<file path="src/rtl/quad_pwm_sequencer.sv">
// rtl/quad_pwm_sequencer.sv - wishbone-programmed quad PWM sequencer with boundary-synchronous shadow commits
// Optional feature macro: SOFT_START_EN (adds RAMP_STEP register and ramped duty commits)
module quad_pwm_sequencer #(
  parameter int unsigned W              = 16,
  parameter logic [31:0] BASE_ADDR      = 32'h3000_0000,
  parameter logic [W-1:0] DEFAULT_PERIOD = W'(1000)
) (
  input  logic           wb_clk_i,
  input  logic           wb_rst_ni,
  input  logic           wbs_stb_i,
  input  logic           wbs_cyc_i,
  input  logic           wbs_we_i,
  input  logic [3:0]     wbs_sel_i,
  input  logic [31:0]    wbs_dat_i,
  input  logic [31:0]    wbs_adr_i,
  output logic           wbs_ack_o,
  output logic [31:0]    wbs_dat_o,
  output logic [4*W-1:0] duty_o,
  output logic [W-1:0]   period_o,
  output logic [3:0]     ch_en_o,
  output logic           sync_o,
  output logic           irq_o
);

  // Bus request captured at the hit, serviced on the following (ack) cycle
  logic        ack_q, ack_d;
  logic [2:0]  radr_q, radr_d;
  logic        rwe_q, rwe_d;
  logic [3:0]  rsel_q, rsel_d;
  logic [31:0] rdat_q, rdat_d;

  // Programming model: shadow registers and the active copies driven to the channels
  logic [5:0]          ctrl_q, ctrl_d;
  logic [W-1:0]        per_sh_q, per_sh_d;
  logic [W-1:0]        per_act_q, per_act_d;
  logic [3:0][W-1:0]   duty_sh_q, duty_sh_d;
  logic [3:0][W-1:0]   duty_act_q, duty_act_d;
  logic [W-1:0]        cnt_q, cnt_d;
  logic                pend_q, pend_d;
  logic                irq_q, irq_d;
  logic                sync_q, sync_d;
`ifdef SOFT_START_EN
  logic [W-1:0]        ramp_q, ramp_d;
`endif

  logic        hit, accept, wr, wr_shadow, irq_clr;
  logic        run, boundary, commit_done;
  logic [31:0] rdata, wmerged;
  logic        unused_bits;

  assign hit    = wbs_stb_i & wbs_cyc_i & (wbs_adr_i[31:5] == BASE_ADDR[31:5]);
  assign accept = hit & ~ack_q;
  assign wr     = ack_q & rwe_q;
  assign run    = ctrl_q[4];
  assign boundary = run & (cnt_q == per_act_q);
  assign unused_bits = ^{wbs_adr_i[1:0], wmerged, rdat_q};

`ifdef SOFT_START_EN
  // Move cur toward tgt by at most step; a zero step jumps straight to the target
  function automatic logic [W-1:0] ramp_toward(input logic [W-1:0] cur, input logic [W-1:0] tgt,
                                               input logic [W-1:0] step);
    logic [W-1:0] r;
    r = tgt;
    if (step != '0) begin
      if (tgt > cur) begin
        if ((tgt - cur) > step) r = cur + step;
      end else if ((cur - tgt) > step) begin
        r = cur - step;
      end
    end
    return r;
  endfunction
`endif

  // Bus handshake: ack one cycle after an accepted hit, never back-to-back
  always_comb begin
    ack_d  = accept;
    radr_d = radr_q;
    rwe_d  = rwe_q;
    rsel_d = rsel_q;
    rdat_d = rdat_q;
    if (accept) begin
      radr_d = wbs_adr_i[4:2];
      rwe_d  = wbs_we_i;
      rsel_d = wbs_sel_i;
      rdat_d = wbs_dat_i;
    end
  end

  // Register read mux, also the base value for byte-masked writes
  always_comb begin
    rdata = '0;
    case (radr_q)
      3'd0: rdata = {26'd0, ctrl_q};
      3'd1: rdata = 32'(per_sh_q);
      3'd2: rdata = 32'(duty_sh_q[0]);
      3'd3: rdata = 32'(duty_sh_q[1]);
      3'd4: rdata = 32'(duty_sh_q[2]);
      3'd5: rdata = 32'(duty_sh_q[3]);
      3'd6: rdata = {30'd0, irq_q, pend_q};
`ifdef SOFT_START_EN
      3'd7: rdata = 32'(ramp_q);
`endif
      default: rdata = '0;
    endcase
  end

  // Byte-select merge of the write data over the current register value
  always_comb begin
    wmerged = rdata;
    for (int b = 0; b < 4; b++) begin
      if (rsel_q[b]) wmerged[8*b +: 8] = rdat_q[8*b +: 8];
    end
  end

  // Register writes on the ack cycle; shadow writes flag a pending commit
  always_comb begin
    ctrl_d    = ctrl_q;
    per_sh_d  = per_sh_q;
    duty_sh_d = duty_sh_q;
    wr_shadow = 1'b0;
    irq_clr   = 1'b0;
`ifdef SOFT_START_EN
    ramp_d    = ramp_q;
`endif
    if (wr) begin
      case (radr_q)
        3'd0: ctrl_d = wmerged[5:0];
        3'd1: begin per_sh_d     = wmerged[W-1:0]; wr_shadow = 1'b1; end
        3'd2: begin duty_sh_d[0] = wmerged[W-1:0]; wr_shadow = 1'b1; end
        3'd3: begin duty_sh_d[1] = wmerged[W-1:0]; wr_shadow = 1'b1; end
        3'd4: begin duty_sh_d[2] = wmerged[W-1:0]; wr_shadow = 1'b1; end
        3'd5: begin duty_sh_d[3] = wmerged[W-1:0]; wr_shadow = 1'b1; end
        3'd6: irq_clr = rsel_q[0] & rdat_q[1];
`ifdef SOFT_START_EN
        3'd7: ramp_d = wmerged[W-1:0];
`endif
        default: ;
      endcase
    end
  end

  // Period counter, boundary commit of shadows, pending/IRQ bookkeeping and sync pulse
  always_comb begin
    cnt_d       = cnt_q;
    per_act_d   = per_act_q;
    duty_act_d  = duty_act_q;
    pend_d      = pend_q;
    commit_done = 1'b0;
    if (!run) begin
      // Stopped: actives simply track the shadows and nothing is pending
      cnt_d      = '0;
      per_act_d  = per_sh_q;
      duty_act_d = duty_sh_q;
      pend_d     = 1'b0;
    end else begin
      cnt_d = boundary ? '0 : cnt_q + W'(1);
      if (boundary && pend_q) begin
        per_act_d = per_sh_q;
`ifdef SOFT_START_EN
        for (int i = 0; i < 4; i++) begin
          duty_act_d[i] = ramp_toward(duty_act_q[i], duty_sh_q[i], ramp_q);
        end
        commit_done = (duty_act_d == duty_sh_q);
`else
        duty_act_d  = duty_sh_q;
        commit_done = 1'b1;
`endif
      end
      // A write landing on the boundary keeps pending for the next period
      pend_d = wr_shadow | (pend_q & ~commit_done);
    end
    irq_d  = (commit_done & ~wr_shadow) | (irq_q & ~irq_clr);
    sync_d = ctrl_d[4] & (~run | boundary);
  end

  // State registers with asynchronous active-low reset
  always_ff @(posedge wb_clk_i or negedge wb_rst_ni) begin
    if (!wb_rst_ni) begin
      ack_q      <= 1'b0;
      radr_q     <= '0;
      rwe_q      <= 1'b0;
      rsel_q     <= '0;
      rdat_q     <= '0;
      ctrl_q     <= '0;
      per_sh_q   <= DEFAULT_PERIOD;
      per_act_q  <= DEFAULT_PERIOD;
      duty_sh_q  <= '0;
      duty_act_q <= '0;
      cnt_q      <= '0;
      pend_q     <= 1'b0;
      irq_q      <= 1'b0;
      sync_q     <= 1'b0;
`ifdef SOFT_START_EN
      ramp_q     <= '0;
`endif
    end else begin
      ack_q      <= ack_d;
      radr_q     <= radr_d;
      rwe_q      <= rwe_d;
      rsel_q     <= rsel_d;
      rdat_q     <= rdat_d;
      ctrl_q     <= ctrl_d;
      per_sh_q   <= per_sh_d;
      per_act_q  <= per_act_d;
      duty_sh_q  <= duty_sh_d;
      duty_act_q <= duty_act_d;
      cnt_q      <= cnt_d;
      pend_q     <= pend_d;
      irq_q      <= irq_d;
      sync_q     <= sync_d;
`ifdef SOFT_START_EN
      ramp_q     <= ramp_d;
`endif
    end
  end

  assign wbs_ack_o = ack_q;
  assign wbs_dat_o = ack_q ? rdata : 32'd0;
  assign duty_o    = duty_act_q;
  assign period_o  = per_act_q;
  assign ch_en_o   = ctrl_q[3:0] & {4{ctrl_q[4]}};
  assign sync_o    = sync_q;
  assign irq_o     = irq_q & ctrl_q[5];

endmodule

</file>
<file path="config.mk">
export PLATFORM = sky130hd
export DESIGN_NAME = quad_pwm_sequencer
export DESIGN_NICKNAME = d
export VERILOG_FILES = /design/src/rtl/quad_pwm_sequencer.sv
export SDC_FILE = /design/constraint.sdc
export NUM_CORES = 1
export LEC_CHECK = 0
export ABC_AREA = 1
export CORE_MARGIN = 5
export CORE_UTILIZATION = 40
export DETAILED_ROUTE_END_ITERATION = 12
export HOLD_SLACK_MARGIN = 0.06
export PLACE_DENSITY = 0.63
export SKIP_LAST_GASP = 1
export SLEW_MARGIN = 20
export SYNTH_ARGS = -nofsm -noshare
export SYNTH_HDL_FRONTEND = slang
export SYNTH_SLANG_ARGS = --single-unit
</file>
<file path="constraint.sdc">
create_clock -name wb_clk_i -period 3.3 [get_ports wb_clk_i]
set_clock_uncertainty 0.15 [all_clocks]
set_input_delay 0.33 -clock wb_clk_i [delete_from_list [all_inputs] [get_ports wb_clk_i]]
set_output_delay 0.33 -clock wb_clk_i [all_outputs]
set_load 0.05 [all_outputs]
</file>
==> Word-level counts from Yosys, hierarchy flattened <==
Index checks and enable logic that the tools add are counted.
{ "word_totals": {"register_bits": 208, "inputBits": 73} }
{ "op_classes": {"n_addsub": 1, "n_eq_ne": 9, "muxes": 20, "n_bitwise": 20, "n_reduce_logical": 9} }
{ "ops": {"columns": ["op", "n"], "rows": [
  ["$mux W64", 2],
  ["$pmux W16 S7", 1],
  ["$mux W16", 4],
  ["$mux W32", 1],
  ["$eq A27 B25 Y1 const B", 1],
  ["$add A16 B1 Y16 const B", 1],
  ["$eq A16 B16 Y1", 1],
  ["$mux W8", 2],
  ["$reduce_and A2 Y1", 6],
  ["$and A1 B1 Y1", 11],
  ["$mux W5", 2],
  ["$eq A3 B3 Y1 const B", 3],
  ["$mux W1", 8],
  ["$eq A3 B2 Y1 const B", 2],
  ["$not A1 Y1", 5],
  ["$reduce_or A5 Y1", 1],
  ["$and A4 B4 Y4", 1],
  ["$eq A3 B1 Y1 const B", 1],
  ["$logic_not A3 Y1", 1],
  ["$or A1 B1 Y1", 3],
  ["$ne A2 B1 Y1 const B", 1],
  ["$logic_and A1 B1 Y1", 1]
]} }

==> Logic depth before layout (Yosys ltp) <==
{ "logic_depth": {"word_depth": 9, "ltp_mapped": 12, "depth_no_buf": 11} }

==> Worst setup path before layout <==
No wires, ideal clock.
{ "synth_path": {"path_kind": "register to output", "start": "register radr_q[1]", "end": "output port wbs_dat_o[3]", "t_arrival_ps": 1963, "t_required_ps": 2820, "path_slack_ps": 857, "path_stages_with_launch": 10, "path_buffers": 2, "cell_sequence": "dfrtp_1 -> buf_4 -> nor2_1 -> nand2_1 -> inv_2 -> buf_4 -> nand2_1 -> nand2_1 -> inv_1 -> a31oi_1"} }
{ "synth_via": {"elab_chain_cells": 3, "elab_cells_between_ends": 9, "cone_classes": "eq/ne (6); mux (2); reduce/logical (1)"} }
{ "synth_rtl": {"columns": ["element", "line_no", "source"], "rows": [
  ["start: declaration", "27", "logic [2:0] radr_q, radr_d;"],
  ["start signal: assignment", "199", "radr_q <= radr_d;"],
  ["$eq A3 B3 Y1 (tied with other cells)", "93", "case (radr_q)"],
  ["$pmux W16 S7 (*)", "93", null],
  ["$mux W32 (*)", "219", "assign wbs_dat_o = ack_q ? rdata : 32'd0;"],
  ["end: declaration", "17", "output logic [31:0] wbs_dat_o,"]
]} }
Mark *: on every way between the ends. The rest lies on a longest branch, timed or not.

==> Worst setup path in the final report <==
{ "layout_path": {"start": "register radr_q[2]", "end": "output port wbs_dat_o[5]"} }
Same word-level chain as after synthesis.

==> results.cfg <==
[routing]
routed-via-count = 8859
wire_per_inst_um = 16.4
via_per_inst = 4.94
antenna_left = 0
first_iter_violations = 745
routed_wl_um = 29500
drtPass1Iterations = 5
drc = 0

[timing]
rsz0062_at_grt = no
hold_ws_ps = 221
fmax_mhz = 313
hold_viol = 0
worst_slew_pin_slew_ps = 850
post-route-period-util = 0.968
min_period_ps = 3190
tns_ps = 0
setup_slack_ps = 105
slew_viol_final = 0
setup_viol = 0
slew_headroom = 0.434

[pwr]
swShare = 0.212
comb_power_share = 0.030
p_clk_frac = 0.496
p_leak_nw = 6.65
irDropWorstVdd_mv = 0.254
internal-power_mw = 4.24
seqPwrFrac = 0.474
switchingPower_mw = 1.14
p_per_area_mw_per_mm2 = 426

[clocking]
cts-root-buf = clkbuf_16
post_cts_buffers = 0
clk_latency_ps = 520
cts_tree = yes
cts.sinks = 208
worst_setup_hold_path_clk_slew_ps = 60
cts_inserted_buffers = 24
clockBufferDepth = 3
cts.htree.levels = 1

[logic_synthesis]
ys_seq_elements = 208
synthSimpleGateAreaFrac = 0.379
synth_area_leaders = dfrtp_1 (49%), nand2_1 (21%), nand3_1 (10%)
ys_seq_area_frac = 0.518
synthMuxAreaShare = 0
synth_compound_area_frac = 0.0206
synth-edff-count = 0
netlist_area_mm2 = 0.0101
synth_flop_cell = dfrtp_1
post_synth_inst_count = 1305
synth.distinct_cells = 37
async_flop_share = 1.00
netlist.area_leader.share = 0.486
yosys_warnings = 0
synth_top_family_by_area = simple AND/OR/NAND/NOR gates
synth-adder-area-share = 0.00124
synth_top_area_cell = dfrtp_1
syn_avg_cell_area_um2 = 7.73
synth_xor_area_frac = 0.00521

[place]
gp_congestion = 0.951
io_buffers = 155
dp_slack_ps = 363
hpwl_um = 21400

[cells_and_area]
num-nets-final = 1520
final.fill_count = 2470
layout-drive-gt1-share = 0.0882
n_antenna_cell = 0
syn_to_final_growth_pct = 25.3

[grt]
grt_max_degree = 92
grt_pass1_vias = 8656
grt_overflow = 0
track_usage = 0.206
grt_pass1_wl_um = 47900
antenna_found_initial = 0

[floorplanning]
fp.dieW_um = 169
die_h_um = 169
start_util = 0.403
ios = 192
die-area_mm2 = 0.0285
fp-row-count = 58
coreArea_mm2 = 0.0250

[setup_path]
crit_arrival_ps = 2710
required_ps = 2820
crit_path_end_kind = primary output
critPathMaxFanout = 11
crit_path_start_kind = register
path_class = register to primary output

[flow_run]
cap_viol_max_count = 0

[worst_hold_path]
hp-class = primary input to register

[outcome]
outcome = finished clean
## metal layers
metal  global-route usage  vias up  part of all wire
met5                    0        -                 0
met4               0.0423        0             0.017
met3               0.0346       34             0.070
met2                0.326      297              0.45
met1                0.301     4150              0.47
li1                     -     4378                 -
## critical path: stages, from the launching register on
cell	delay (ps)
dfrtp_1	600
nand3_1	300
inv_1	260
buf_4	270
nand2_1	60
and3_1	190
a21oi_1	260
buf_4	260
## area by class of cell
class / instances / area [µm²] / area share
clock buffers: 34 / 699 / 0.0553
clock inverters: 9 / 97.6 / 0.00772
inverters: 87 / 327 / 0.0258
multi-input cells: 949 / 4160 / 0.329
flip-flops and latches: 208 / 5220 / 0.413
well taps: 330 / 413 / 0.0327
repair buffers: 176 / 1720 / 0.136
## worst paths after layout
check,start,cells after the start,endpoint,slack [ps]
worst max-delay path,radr_q[2]$_DFFE_PN0P_,7,wbs_dat_o[5],110
max in group asynchronous,wb_rst_ni,3,per_sh_q[9]$_DFFE_PN1P_,1890
min in group asynchronous,wb_rst_ni,2,cnt_q[1]$_DFF_PN0_,300
worst max register to register,radr_q[2]$_DFFE_PN0P_,11,duty_sh_q[17]$_DFFE_PN0P_,850
worst min register to register,rdat_q[13]$_DFFE_PN0P_,2,rdat_q[13]$_DFFE_PN0P_,320
worst min-delay path,wbs_we_i,3,rwe_q$_DFFE_PN0P_,220
## kinds of logic after synthesis
kind of cell               count (synthesis)
other                                      1
AOI/OAI and AO/OA                         34
and+or+nand+nor                          892
xor gates and xnor gates                   6
adders and majority gates                  1
DFF                                      208
buffers and inverters                    163
## registers in the layout, indices dropped and copies added (netlist names), 2 cells and up
register	cells
duty_o	64
duty_sh_q	64
cnt_q	16
period_o	16
ctrl_q	6
rsel_q	2
per_sh_q	16
radr_q	3
rdat_q	16
## cells in the mapped netlist, drive strengths merged, types with 7 or more instances
| library cell | instances |
|---|---|
| nor2 | 61 |
| inv | 86 |
| or2 | 15 |
| buf | 51 |
| dfrtp | 196 |
| clkbuf | 25 |
| a21oi | 29 |
| nand3 | 213 |
| nand4 | 12 |
| nand2 | 576 |
| nor3 | 7 |
| dfstp | 12 |
## through the flow
step / util / power, mW / instances / area, µm²
final: 0.505 / 5.39 / 1793 / 12600
after global routing: 0.505 / 5.57 / 1793 / 12600
after CTS: 0.505 / 5.45 / 1793 / 12600
after detailed placement: 0.472 / 2.76 / 1749 / 11800
after global placement: 0.472 / 2.76 / 1749 / 11800
after floorplan: - / 2.66 / 1320 / 10100
## what timing repair did
action / in CTS / in global routing
endpoints found under the hold margin: 79 / 0
hold buffers: 1 / 0
resized for setup: 5 / 1
pin swaps: 0 / 0
endpoints found under the setup margin: 4 / 1
gates cloned: 0 / 0
## placed cells by master, fill, tap and decap left out, drive strengths merged
cell type,netlist,final
dlygate4sd2,0,4
clkbuf,25,35
o21bai,1,1
nand3,213,213
nand2,576,576
a31oi,1,1
nand4,12,12
nor3b,2,2
buf,51,32
dfstp,12,12
clkinvlp,0,1
bufinv,0,2
xor2,6,6
nand3b,1,1
o41ai,1,1
dlygate4sd3,0,1
o21ai,2,2
conb,1,16
nor4b,1,1
ha,1,1
nor2,61,61
clkinv,1,7
nor4,3,3
clkdlybuf4s50,0,138
or2,15,15
dfrtp,196,196
and3,1,1
nor3,7,7
inv,86,86
a21oi,29,29
## power groups by stage
| stage | registers, mW | clock network, mW | logic (mW) |
|---|---|---|---|
| final | 2.55 | 2.67 | 0.163 |
| after CTS | 2.55 | 2.73 | 0.168 |
| after global placement | 2.60 | 0 | 0.166 |
| after detailed placement | 2.60 | 0 | 0.166 |
| after global routing | 2.55 | 2.84 | 0.179 |
| after floorplan | 2.60 | 0 | 0.0577 |
No activity file was read; power rests on OpenSTA's default activity.
